`config.mk`:
```
export PLATFORM = sky130hd
export DESIGN_NAME = btb_update_scheduler
export DESIGN_NICKNAME = d
export VERILOG_FILES = /design/src/rtl/btb_update_scheduler.sv
export SDC_FILE = /design/constraint.sdc
export NUM_CORES = 1
export LEC_CHECK = 0
export BUFFER_PORTS_ARGS = -buffer_cell sky130_fd_sc_hd__buf_2
export CORE_AREA = 5 5 211 264
export CTS_BUF_LIST = sky130_fd_sc_hd__clkbuf_8
export DETAILED_ROUTE_END_ITERATION = 8
export DIE_AREA = 0 0 216 269
export MAX_ROUTING_LAYER = met4
export PLACE_DENSITY = 0.55
export SLEW_MARGIN = 30
export SYNTH_ARGS = -nofsm -noshare
export SYNTH_HDL_FRONTEND = slang
export SYNTH_SLANG_ARGS = --single-unit
```
`constraint.sdc`:
```
create_clock -name clk -period 16.4 [get_ports clk]
set_input_delay 4.92 -clock clk [delete_from_list [all_inputs] [get_ports clk]]
set_output_delay 4.92 -clock clk [all_outputs]
set_load 0.01 [all_outputs]
```
`src/rtl/btb_update_scheduler.sv`:
```
// BTB update scheduler: arbitrates producer update requests into a small FIFO and
// issues one update per cycle, honouring the init sweep, multiple-write gaps and merges.

`ifndef BTB_ENTRIES
`define BTB_ENTRIES 1024
`endif

module btb_update_scheduler #(
  parameter int unsigned NUM_SRC     = 2,
  parameter int unsigned QUEUE_DEPTH = 4,
  parameter int unsigned INIT_CYCLES = `BTB_ENTRIES,
  // Flat BTUpdate layout, MSB first:
  // valid[75] src[74:43] dst[42:11] btype[10:9] compressed[8] clean[7] multiple[6]
  // multipleOffs[5:3] fetchStartOffs[2:0]
  localparam int unsigned UPD_W      = 76
) (
  input  logic                     clk,
  input  logic                     rst,
  input  logic [NUM_SRC*UPD_W-1:0] IN_upd,
  output logic [NUM_SRC-1:0]       OUT_ready,
  output logic [UPD_W-1:0]         OUT_btUpdate,
  output logic                     OUT_busy,
  output logic                     OUT_merged
);

  localparam int unsigned KEY_W     = UPD_W - 1;
  localparam int unsigned VALID_BIT = UPD_W - 1;
  localparam int unsigned CLEAN_BIT = 7;
  localparam int unsigned MULT_BIT  = 6;
  localparam int unsigned PTR_W     = $clog2(QUEUE_DEPTH);
  localparam int unsigned SRC_W     = (NUM_SRC > 1) ? $clog2(NUM_SRC) : 1;
  localparam int unsigned INIT_W    = $clog2(INIT_CYCLES + 1);

  localparam logic [INIT_W-1:0] INIT_LAST = INIT_W'(INIT_CYCLES);
  localparam logic [PTR_W:0]    FULL      = (PTR_W + 1)'(QUEUE_DEPTH);

  logic [UPD_W-1:0]  req [NUM_SRC];

  logic [KEY_W-1:0]  mem_q [QUEUE_DEPTH];
  logic [PTR_W-1:0]  rptr_q, wptr_q;
  logic [PTR_W:0]    count_q;
  logic [SRC_W-1:0]  rr_q;
  logic              bubble_q;
  logic [INIT_W-1:0] init_cnt_q;
  logic              out_valid_q;
  logic [KEY_W-1:0]  out_data_q;
  logic              merged_q;

  logic              busy;
  logic              grant_valid;
  logic [SRC_W-1:0]  grant_idx;
  logic [SRC_W-1:0]  cand;
  logic              xfer;
  logic              merge;
  logic              enq;
  logic              issue;
  logic [KEY_W-1:0]  grant_key;
  logic [KEY_W-1:0]  head;
  logic [KEY_W-1:0]  youngest;

  for (genvar s = 0; s < NUM_SRC; s++) begin : g_req
    assign req[s] = IN_upd[s*UPD_W +: UPD_W];
  end

  assign busy = (init_cnt_q != INIT_LAST);

  // Round-robin: first valid source at or after rr_q, circularly.
  always_comb begin
    grant_valid = 1'b0;
    grant_idx   = '0;
    cand        = '0;
    for (int unsigned i = 0; i < NUM_SRC; i++) begin
      cand = SRC_W'((32'(rr_q) + i) % NUM_SRC);
      if (!grant_valid && req[cand][VALID_BIT]) begin
        grant_valid = 1'b1;
        grant_idx   = cand;
      end
    end
  end

  assign grant_key = req[grant_idx][KEY_W-1:0];
  assign head      = mem_q[rptr_q];
  assign youngest  = mem_q[wptr_q - PTR_W'(1)];

  // Full queue refuses regardless of a same-cycle dequeue.
  assign xfer  = grant_valid && !busy && (count_q != FULL);
  assign merge = xfer && (count_q != '0) && (grant_key == youngest);
  assign enq   = xfer && !merge;
  assign issue = !busy && (count_q != '0) && !bubble_q;

  always_comb begin
    OUT_ready = '0;
    if (xfer) begin
      OUT_ready[grant_idx] = 1'b1;
    end
  end

  assign OUT_btUpdate = {out_valid_q, out_data_q};
  assign OUT_busy     = busy;
  assign OUT_merged   = merged_q;

  always_ff @(posedge clk) begin
    if (enq) begin
      mem_q[wptr_q] <= grant_key;
    end
  end

  always_ff @(posedge clk or posedge rst) begin
    if (rst) begin
      rptr_q      <= '0;
      wptr_q      <= '0;
      count_q     <= '0;
      rr_q        <= '0;
      bubble_q    <= 1'b0;
      init_cnt_q  <= '0;
      out_valid_q <= 1'b0;
      out_data_q  <= '0;
      merged_q    <= 1'b0;
    end else begin
      if (busy) begin
        init_cnt_q <= init_cnt_q + INIT_W'(1);
      end

      if (issue) begin
        out_valid_q <= 1'b1;
        out_data_q  <= head;
        rptr_q      <= rptr_q + PTR_W'(1);
        // Give the BTB an idle cycle to commit its deferred multiple-bit write.
        bubble_q    <= head[MULT_BIT] && !head[CLEAN_BIT];
      end else begin
        out_valid_q <= 1'b0;
        bubble_q    <= 1'b0;
      end

      if (enq) begin
        wptr_q <= wptr_q + PTR_W'(1);
      end

      unique case ({enq, issue})
        2'b10:   count_q <= count_q + (PTR_W + 1)'(1);
        2'b01:   count_q <= count_q - (PTR_W + 1)'(1);
        default: count_q <= count_q;
      endcase

      if (xfer) begin
        rr_q <= (32'(grant_idx) == NUM_SRC - 1) ? '0 : grant_idx + SRC_W'(1);
      end

      merged_q <= merge;
    end
  end

endmodule

```
## Yosys cells after proc, flatten, opt, wreduce, memory -nomap -nowiden

Memories as Yosys holds them, arrays and structs flattened.
Index checks and enable logic that the tools add are counted.

- Register bits after elaboration: 97
- Input bits: 154
- Word-level logic and storage cells: 70
- Output and inout bits: 80
- Memories kept: 1
- Bits in writable memories: 300

- Bitwise logic cells: 3
- Order comparisons: 5
- Mux-type cells: 22
- Equal/unequal tests: 5
- Add/sub/neg operators: 8
- Reductions and logical operators: 17

Memory list:

| name | words | bits a word | read ports | clocked after Yosys merged registers in | wr ports | RTL line | source |
|---|---|---|---|---|---|---|---|
| mem_q | 4 | 75 | 2 | 0 | 1 | 39 | `logic [KEY_W-1:0] mem_q [QUEUE_DEPTH];` |

Operators by type and width:

| cell | count |
|---|---|
| $mux 76 | 6 |
| $mux 75 | 3 |
| $eq 75x75->1 | 1 |
| $add 11x1->11 const B | 1 |
| $ne 11x11->1 const B | 1 |
| $logic_and 1x1->1 | 10 |
| $mux 1 | 10 |
| $ge 2x2->1 const B | 3 |
| $not 1->2 | 3 |
| $pmux 3 s2 | 1 |
| $logic_not 1->1 | 5 |
| $add 2x1->2 const B | 2 |
| $add 3x1->3 const B | 1 |
| $ne 3x3->1 const B | 1 |
| $reduce_bool 3->1 | 1 |
| $sub 3x1->3 const B | 1 |
| $add 1x1->1 const B | 2 |
| $eq 2x1->1 const B | 1 |
| $eq 2x2->1 const B | 1 |
| $lt 1x2->1 const B | 1 |
| $mux 2 | 1 |
| $reduce_bool 2->1 | 1 |
| $sub 2x1->2 const B | 1 |
| $demux 1 s1 | 1 |
| $ge 1x1->1 const B | 1 |

## Depth between registers and ports, before layout

- Word-level depth: 18
- Mapped depth: 21
- Gate-level depth less buffers: 15

## Worst setup path after synthesis

No wires, ideal clock.

- Path kind: input to output
- Start point: input port IN_upd[75]
- End point: output port OUT_ready[1]
- Buffers on the path: 2
- Data required time: 11480 ps
- Data arrival time: 5716 ps
- Slack: 5764 ps
- Stages on the path: 5
- Cell sequence: nand2b_1 > nand2_1 > buf_2 > clkbuf_8 > nor3_1

- Longest elaborated chain between the ends: 12
- Elaborated cells between the ends (all ways): 20
- Classes of those cells: 2 x order compare; 13 x mux; 5 x reduce/logical

Ends and longest elaborated chain:

| item | RTL line | source |
|---|---|---|
| from (decl) | 19 | `input logic [NUM_SRC*UPD_W-1:0] IN_upd,` |
| $mux 76 (implied by the code) (3 in a row) | 74 | `if (!grant_valid && req[cand][VALID_BIT]) begin` |
| $mux 1 | 74 |  |
| $logic_not 1->1 | 74 |  |
| $logic_and 1x1->1 | 74 |  |
| $mux 1 | 74 |  |
| $lt 1x2->1 (implied by the code) / $ge 1x1->1 (equally long branches) | 94 | `OUT_ready[grant_idx] = 1'b1;` |
| $logic_and 1x1->1 (implied by the code) | 94 |  |
| $mux 1 (implied by the code) | 94 |  |
| $demux 1 s1 | 94 |  |
| $mux 2 (*) | 93 | `if (xfer) begin` |
| to (decl) | 20 | `output logic [NUM_SRC-1:0] OUT_ready,` |

Mark *: on every way between the ends. The rest lies on a longest branch, timed or not. The select of a mux whose other input is x is not followed.

## Worst setup path after layout

Ends and elaborated chain as after synthesis.

==> results.md <==
Status:
- The run finished with clean final reports.

CTS:
- The H-tree generated during clock tree synthesis spans 3 levels.
- The root buffer cell is clkbuf_8.
- In this run the deepest clock path goes through 3 buffers.
- After clock tree synthesis, the flow added hold-fix buffers numbering 0.
- The CTS buffer count is 69.
- The clock tree from TritonCTS is done.
- Buffers added to address setup during post-CTS repair amount to 0.
- Clock-pin slew was measured on the worst setup and hold paths at roughly 0.050 ns.
- The clock sink count is slightly below 400.
- The post-cts sizing count is 0.
- The insertion delay to the later sink of the worst-skew pair is between 0.6 and 0.7 ns.

Logic synthesis:
- The primary flip-flop cell chosen by synthesis mapping is edfxtp_1.
- For this run, the register share of the synthesized area comes to 0.6268.
- The number of synthesized register bits is a little under 400.
- The average cell area after synthesis is about 20 µm².
- For this run, asynchronously set or reset flops after synthesis account for 0.2443.
- The instance count of the mapped netlist is between 900 and 1000.
- edfxtp_1 is the most common cell in the netlist.
- The total of warnings raised by yosys is 0.
- The top-area cell type share of the netlist area is 0.4938.
- By count the netlist is led by edfxtp_1 (300), mux2_2 (144), mux4_2 (138).
- By area the synthesized netlist is led by edfxtp_1 (49%), mux4_2 (17%), dfrtp_1 (13%).
- The biggest area contributor in the post-synthesis netlist is edfxtp_1.
- In this run the cell area of the synthesized design comes to 18240 µm².
- The number of nets produced by synthesis is about 1100.
- In this run, synthesis inferred 300 flip-flops with an integrated enable.
- The number of distinct standard cells referenced by the synthesized netlist is 39.

Placement:
- Summing all placed instances gives a cell area of 20070 µm².
- The congestion estimate from routability-driven global placement came to ~0.76.
- The detailed-placement wirelength estimate is between 20 and 30 mm.
- The count of buffers inserted at the top-level ports is roughly 230.

Worst hold path:
- The worst hold path depth is 1.
- The worst hold path begins at rr_q.
- The path type of the worst min-delay path is flop to flop.

Detailed routing:
- The number of violations reported at the end of detailed-routing iteration 0 is just under 600.
- Dividing the detail-routed wire length by the instance count gives roughly 24 µm.
- The count of nets left with antenna violations after detail routing is 0.
- Summing over every cut layer, the via total after detailed routing is 9826.
- The post-detailed-route via-to-cell ratio is between 5 and 6.
- In the routed design, unresolved DRC markers number 0.
- The final layout contains routed wiring with a total length of between 40 and 50 mm.
- The count of TritonRoute iterations in the first routing pass is 6.

Power and ir drop:
- The areal power density over the cells is 95.84 nW/µm².
- IR analysis of the VDD net gives a maximum drop of 0.00004618 V.
- The analysis attributes to cell leakage a power of roughly 0.008 µW.

STA:
- The count of final max-slew check failures is 0.
- Setup repair after global routing left no endpoint under its margin.
- The number of failing hold endpoints at the final stage is 0.
- For the pin with the worst max-slew slack, the measured transition is around 0.94 ns.
- Setup violations remaining at the end of the flow were counted as 0.
- Across the routed clock network, the largest skew measured is ~0.018 ns.
- The worst max-slew margin expressed relative to the limit is 0.3729.
- The total negative slack is 0 ns.
- Of the available clock period, the critical path in the final layout requires 0.6549.
- For the finished layout, the period the worst path requires is 10.74 ns.
- The maximum frequency from static timing analysis is 93.10 MHz.

Finish:
- The finished cells cover roughly 21000 µm².
- Of the cells placed in the final design, the portion with a size suffix greater than 1 is 0.5104.
- Compared with the post-synthesis result, the final layout area differs by 17.45%.
- After the last flow step, the layout net total stands at 1354.

Global routing:
- The remaining global-route overflow is 0.
- The initial antenna violation count is 1.
- Entering global routing, the biggest net connects 60 pins.
- Across every metal layer, demand over resource in global routing totals 0.1607.
- The wire length of the first global-routing pass is 68.32 mm.
- The via count of the first global-routing pass was approximately 11000.

Die:
- The site row count is between 90 and 100.
- The horizontal die dimension is roughly 220 µm.
- The area enclosed by the die boundary is 58100 µm².
- The initial utilization of the core area, before any placement, comes to 0.3434.
- The I/O pin count is around 230.
- The total core area is around 53000 µm².
- The height of the die is roughly 270 µm.

Setup path:
- The launching element type of the critical path is an input pin.
- The most frequent cell on the critical path is buf_2.
- Measured in cells, the most critical reg-to-reg path has a length of 11.
- STA classifies the critical path endpoint as a primary output.
- The critical path arrival is 5.82 ns.
- The critical-path cell with the highest stage delay is nand2_4.
- The category of the critical setup timing path is input pin to primary output.
- The worst register-to-register path begins at wptr_q[0].
- The total number of cells along the worst setup path is 5.
- The largest single stage delay on the critical path is 0.26 ns.
- The source of the critical timing path is IN_upd[75].
- Traced cell by cell, the critical path runs through buf_2, nand2b_1, nand2_4, nor3_1, buf_2.
- Counting both buffers and inverters, the worst setup path holds a total of 2.
- STA puts the critical path data required time at 11.48 ns.
- Grouping stages by cell kind, the critical path spends the most delay in simple AND/OR/NAND/NOR gates.
- In this run the worst path has a maximum fanout of 31.

Run:
- The count of maximum capacitance violations is 0.
## through the flow
stage | hold slack, ns | util | worst slack, ns | instances | total power (µW)
finish | 0.4745 | 0.4033 | 5.659 | 1928 | 2054
global route | 0.4925 | 0.4033 | 5.550 | 1928 | 2146
CTS | 0.4695 | 0.4032 | 5.611 | 1927 | 2093
detailed placement | 0.4572 | 0.3777 | 5.611 | 1800 | 1196
global placement | 0.4574 | 0.3777 | 5.633 | 1800 | 1194
floorplan | 0.4410 | - | 5.764 | 928 | 1156
## where the power goes
group	internal (µW)	total [µW]	switching, µW
Sequential	1090	1090	0
Combinational	35.9	84.1	48.3
Clock	474	880	407
Total	1600	2050	455
## registers in the layout, summed over array words and instances, names as in the netlist
register / count
OUT_merged: 1
bubble_q: 1
count_q: 3
init_cnt_q: 11
mem_q: 300
out_data_q: 75
out_valid_q: 1
rptr_q: 2
rr_q: 1
wptr_q: 2
## cell families (layout without fill, tap and decap cells)
family                   after synthesis  after routing  share of synthesized area
AO/OA/AOI/OAI                          5              5                   0.001920
XOR/XNOR                              90             90                    0.04321
adder cells (fa/ha/maj)                8              8                   0.005898
buffers and inverters                 67            387                    0.02105
flip-flops                           397            397                     0.6268
multiplexers                         303            303                     0.2817
other                                  0              1                          0
AND/OR/NAND/NOR                       58             58                    0.01934
## cells in the final DEF, fill, tap and decap left out, drive strengths merged, types with 3 or more instances in the layout
| cell type | n |
|---|---|
| buf | 244 |
| clkinvlp | 3 |
| nand4 | 14 |
| and3 | 5 |
| mux2 | 145 |
| nand2 | 6 |
| nor2 | 3 |
| edfxtp | 300 |
| and2 | 4 |
| inv | 42 |
| nor4 | 10 |
| dfrtp | 97 |
| nand3 | 8 |
| ha | 7 |
| mux2i | 8 |
| nor3 | 3 |
| clkinv | 17 |
| clkbuf | 79 |
| mux4 | 150 |
| xnor2 | 72 |
| xor2 | 18 |
## layer usage
layer  routed length, µm  track usage  vias up
li1                    -            -     4338
met1               18890       0.1963     5182
met2               23810       0.2764      254
met3                1863      0.02864       52
met4                 793      0.04746        0
met5                   0            -        -
## final cells by class
type / instances / area [µm²]
fillers: 4813 / 31710
flip-flops and latches: 397 / 11450
multi-input cells: 464 / 6452
repair buffers: 244 / 1256
clock buffers: 79 / 1087
well taps: 679 / 849.6
clock inverters: 48 / 264.0
inverters: 16 / 67.56
diodes: 1 / 2.502
## final timing paths
| path | end | slack, ns |
|---|---|---|
| hold reg to reg | rr_q | 0.47 |
| max in group asynchronous | rptr_q[0] | 11.03 |
| min in group asynchronous | out_data_q[7] | 4.30 |
| setup reg to reg | mem_q[2][55] | 10.04 |
| setup / recovery | OUT_ready[1] | 5.66 |
| hold / removal | rr_q | 0.47 |
Note: power is estimated with default switching activity, not from simulation.
